--- src/rtl/fifo_rd_stream.sv ---
// Read-side consumer for the team FIFO: issues rd_en, captures the registered
// dout/valid pair into a 3-entry skid buffer and re-presents it as a valid/ready stream.
module fifo_rd_stream #(
  parameter int DATA_WIDTH = 8,
  parameter int PKT_LEN    = 4
) (
  input  logic                  clk,
  input  logic                  rst,
  input  logic [DATA_WIDTH-1:0] fifo_dout,
  input  logic                  fifo_valid,
  input  logic                  fifo_empty,
  output logic                  fifo_rd_en,
  output logic [DATA_WIDTH-1:0] m_data,
  output logic                  m_valid,
  input  logic                  m_ready,
  output logic                  m_last,
  output logic                  err_unsolicited
);

  localparam int DEPTH  = 3;
  localparam int BEAT_W = (PKT_LEN > 1) ? $clog2(PKT_LEN) : 1;
  localparam logic [BEAT_W-1:0] BEAT_MAX = BEAT_W'(PKT_LEN - 1);

  logic [DATA_WIDTH-1:0] buf_reg [DEPTH];
  logic [1:0]            head_reg, head_next;
  logic [1:0]            tail_reg, tail_next;
  logic [1:0]            occ_reg, occ_next;
  logic                  inflight_reg;
  logic [BEAT_W-1:0]     beat_reg, beat_next;
  logic                  err_reg, err_next;

  logic capture;
  logic drop;
  logic handshake;
  logic [2:0] committed;

  function automatic logic [1:0] ptr_inc(input logic [1:0] p);
    return (p == 2'd2) ? 2'd0 : p + 2'd1;
  endfunction

  // Occupancy plus the read already on the wire must leave room for the word
  // that this read will return, so the buffer can never overflow.
  assign committed  = {1'b0, occ_reg} + {2'b00, inflight_reg};
  assign fifo_rd_en = ~rst & ~fifo_empty & (committed < 3'd3);

  assign capture   = fifo_valid & inflight_reg;
  assign drop      = fifo_valid & ~inflight_reg;
  assign m_valid   = (occ_reg != 2'd0);
  assign handshake = m_valid & m_ready;
  assign m_last    = m_valid & (beat_reg == BEAT_MAX);
  assign err_unsolicited = err_reg;

  always_comb begin
    m_data = buf_reg[0];
    case (head_reg)
      2'd1:    m_data = buf_reg[1];
      2'd2:    m_data = buf_reg[2];
      default: m_data = buf_reg[0];
    endcase
  end

  always_comb begin
    head_next = head_reg;
    tail_next = tail_reg;
    occ_next  = occ_reg;
    beat_next = beat_reg;
    err_next  = err_reg | drop;

    if (capture) begin
      tail_next = ptr_inc(tail_reg);
    end
    if (handshake) begin
      head_next = ptr_inc(head_reg);
      beat_next = (beat_reg == BEAT_MAX) ? '0 : beat_reg + BEAT_W'(1);
    end

    case ({capture, handshake})
      2'b10:   occ_next = occ_reg + 2'd1;
      2'b01:   occ_next = occ_reg - 2'd1;
      default: occ_next = occ_reg;
    endcase
  end

  always_ff @(posedge clk) begin
    if (rst) begin
      head_reg     <= 2'd0;
      tail_reg     <= 2'd0;
      occ_reg      <= 2'd0;
      inflight_reg <= 1'b0;
      beat_reg     <= '0;
      err_reg      <= 1'b0;
    end else begin
      head_reg     <= head_next;
      tail_reg     <= tail_next;
      occ_reg      <= occ_next;
      inflight_reg <= fifo_rd_en;
      beat_reg     <= beat_next;
      err_reg      <= err_next;
    end
  end

  // Each entry is its own register so m_data comes straight from flops.
  generate
    for (genvar gi = 0; gi < DEPTH; gi++) begin : g_entry
      always_ff @(posedge clk) begin
        if (rst) begin
          buf_reg[gi] <= '0;
        end else if (capture && (tail_reg == 2'(gi))) begin
          buf_reg[gi] <= fifo_dout;
        end
      end
    end
  endgenerate

endmodule

--- config.mk ---
export PLATFORM = sky130hd
export DESIGN_NAME = fifo_rd_stream
export DESIGN_NICKNAME = d
export VERILOG_FILES = /design/src/rtl/fifo_rd_stream.sv
export SDC_FILE = /design/constraint.sdc
export NUM_CORES = 1
export LEC_CHECK = 0
export CORE_MARGIN = 4
export CORE_UTILIZATION = 47
export DETAILED_ROUTE_END_ITERATION = 10
export PLACE_DENSITY = 0.74
export SYNTH_ARGS = -nofsm -noshare
export SYNTH_HDL_FRONTEND = slang
export SYNTH_SLANG_ARGS = --single-unit
--- constraint.sdc ---
create_clock -name clk -period 1.5 [get_ports clk]
set_clock_uncertainty 0.05 [all_clocks]
set_input_delay 0.375 -clock clk [delete_from_list [all_inputs] [get_ports clk]]
set_output_delay 0.375 -clock clk [all_outputs]
set_load 0.01 [all_outputs]
==> key figures <==
Run status
  • Status: finished with violations
  • Failing checks: negative setup slack

Cells and area
  • Max FFs per register: 24
  • Synth-to-Final Area Change: 53.0%
  • Inserted Diodes: 0
  • Share of layout cells above drive strength 1: 0.459
  • Fill count: roughly 220
  • Final core utilization: 0.763
  • NumNets Final: between 200 and 250

Clock tree
  • Clock Path Buffers: 2
  • CTS H-tree lvls: 2
  • Clk root buf: clkbuf_4
  • CTS tree: done
  • CTS Buf Count: 5
  • Clock-pin slew on the worst setup and hold paths: roughly 0.090 ns
  • Clk_lat worst skew: about 0.32 ns
  • Clock Sinks: 34

Power
  • Worst VDD drop: 0.613 mV
  • Power Dens Cells: 1010 nW/um^2
  • Leakage: ~0.94 nW

Global route
  • Vias in the first global route: ~1.4k
  • Total Routing Usage GR: 0.200
  • Initial antenna violation count: 0
  • Largest net degree at the start of global routing: 11
  • First-pass GRT wire length: 6310 um
  • Gr ovfl total: 0

Drt
  • DRT Wirelength: 3730 um
  • Drt wl/cell: between 10 and 15 um
  • DR pass1 iterations: 4
  • Vias/cell: 5.02
  • DRC viols: 0
  • Vias post-DR: approximately 1.3k
  • Initial DRC Count: 35
  • ANT nets after route: 0

Die
  • Initial Utilization: 0.498
  • Die W: ~65 um
  • Num ports: 25
  • Die Area: around 4300 um^2
  • Die H: between 60 and 70 um
  • Core Box Area: around 3100 um^2
  • Row cnt: 20

Timing
  • Slew HR: 0.780
  • Worst-margin pin slew: 0.321 ns
  • Fin. max-slew vios: 0
  • RSZ-0062 raised after global routing: true
  • Min Tclk post-route: between 1.5 and 2 ns
  • Period utilization: 1.30
  • Final worst slack: -0.452 ns
  • Final setup violation count: 13
  • Final Hold Fails: 0
  • Fmax: between 500 and 600 MHz

Setup path
  • CP max FO: 2
  • Worst setup path class: reg -> out
  • Worst Path Required: around 1.1 ns
  • Crit. End Element: output port
  • Worst path arrival time: 1.53 ns
  • Critical path launch point type: register
  • Reg2Reg Setup Slack: -0.34 ns

Synthesis
  • Mapped Avg Cell Area: ~11 um^2
  • Post-synth cell types: 22
  • Seq/Total Area, Yosys: 0.595
  • Synth Warn #: 0
  • Post-Syn Area: about 1500 um^2
  • Gate Count Post-Synth: ~150
  • Flops & latches, synth: 34
  • Syn Nets: 168

Placement
  • Dpl ws: -0.634 ns
  • DPL Wire Length: roughly 2600 um
  • RD Place Congestion: about 0.73
  • Count of input and output buffers: 24

Flow run
  • Max Cap Viol: 0

Worst hold path
  • Worst min-delay path class: reg -> reg
[what timing repair did]
item                       4_1_cts  5_1_grt
resized for setup               75       13
hold buffers                     0        0
buffers inserted                 9        2
pin swaps                       10        5
setup endpoints to repair       61       45
hold endpoints to repair         0        0
[where the power goes]
group	internal [mW]	leakage [nW]	total, mW	switching, mW
clock	0.231	0.0326	0.510	0.279
combinational	0.423	0.571	0.769	0.346
sequential	1.06	0.334	1.10	0.0399
total	1.72	0.937	2.38	0.665
[per-stage QoR]
step / std cells / instance area (um^2) / power (mW) / TNS, ns / hold WS (ns)
2_1_floorplan: 147 / 1700 / 1.48 / -0.0137 / 0.399
3_3_place_gp: 232 / 2130 / 1.75 / -24.49 / 0.407
3_5_place_dp: 232 / 2130 / 1.78 / -27.32 / 0.417
6_report: 251 / 2370 / 2.38 / -5.12 / 0.430
5_1_grt: 251 / 2370 / 2.52 / -6.23 / 0.456
4_1_cts: 249 / 2310 / 2.34 / -4.78 / 0.436
[layout make-up]
type	instances	area, um^2	share of cell area
Sequential cell	34	935	0.395
Inverter	4	20.0	0.00846
Clock buffer	8	58.8	0.0249
Timing Repair Buffer	61	527	0.223
Tap cell	44	55.1	0.0233
Multi-Input combinational cell	100	771	0.326
[layout by cell type (no fill, tap or decap), types with 2 or more instances in the layout]
master,instances
clkbuf_4,5
dfxtp_4,3
inv_4,2
buf_2,10
a21oi_2,7
or3_1,2
nand2b_1,4
nand2_1,5
ha_4,5
nor2_1,33
or2_1,4
dfxtp_2,2
ha_1,2
dfxtp_1,5
buf_4,24
clkbuf_1,2
nor2_4,3
edfxtp_1,24
a22oi_2,5
mux2i_1,3
nand2_2,7
a21oi_1,5
buf_6,13
dlygate4sd2_1,2
a22oi_1,3
clkdlybuf4s50_1,10
[synth_stat cells]
| cell type | n | area share |
|---|---|---|
| a21oi_1 | 13 | 0.042 |
| nand2b_1 | 4 | 0.016 |
| ha_1 | 8 | 0.065 |
| a2111oi_0 | 2 | 0.011 |
| clkbuf_1 | 6 | 0.015 |
| xor2_1 | 1 | 0.0057 |
| o21ai_0 | 1 | 0.0032 |
| buf_2 | 3 | 0.0097 |
| edfxtp_1 | 24 | 0.47 |
| inv_1 | 4 | 0.0097 |
| dfxtp_1 | 10 | 0.13 |
| o21bai_1 | 1 | 0.0049 |
| xnor2_1 | 1 | 0.0057 |
| and2_1 | 1 | 0.0040 |
| mux2i_1 | 3 | 0.019 |
| and3b_1 | 1 | 0.0057 |
| nor2_1 | 37 | 0.090 |
| a22oi_1 | 8 | 0.039 |
| or2_1 | 4 | 0.016 |
| nand2_1 | 12 | 0.029 |
| or3_1 | 2 | 0.0081 |
| o21ai_2 | 1 | 0.0057 |
[critical path: stages, from the launching register on]
cell     delay (ns)
dfxtp_4        0.36
buf_4          0.13
buf_6          0.10
buf_6          0.10
or2_1          0.23
and2_1         0.16
buf_2          0.13
[logic make-up after synthesis]
group | Yosys count | synth area share
AO/OA/AOI/OAI | 26 | 0.106
XOR/XNOR | 2 | 0.0113
adder cells (fa/ha/maj) | 8 | 0.0647
buffers and inverters | 13 | 0.0340
flip-flops | 34 | 0.595
multiplexers | 3 | 0.0194
AND/OR/NAND/NOR | 61 | 0.169
[final timing paths]
| path | start | end | cells after the start |
|---|---|---|---|
| setup / recovery | occ_reg[0] | m_last | 6 |
| hold / removal | err_unsolicited | err_unsolicited | 2 |
| setup reg to reg | occ_reg[0] | occ_reg[1] | 9 |
| hold reg to reg | err_unsolicited | err_unsolicited | 2 |
[metal layers]
layer,wire length [um],GRT usage,share of wire
met1,1390,0.212,0.37
met2,2140,0.386,0.57
met3,161,0.0547,0.043
met4,42,0.0518,0.011
met5,0,0,0
Power figures use the tool's default switching activity.
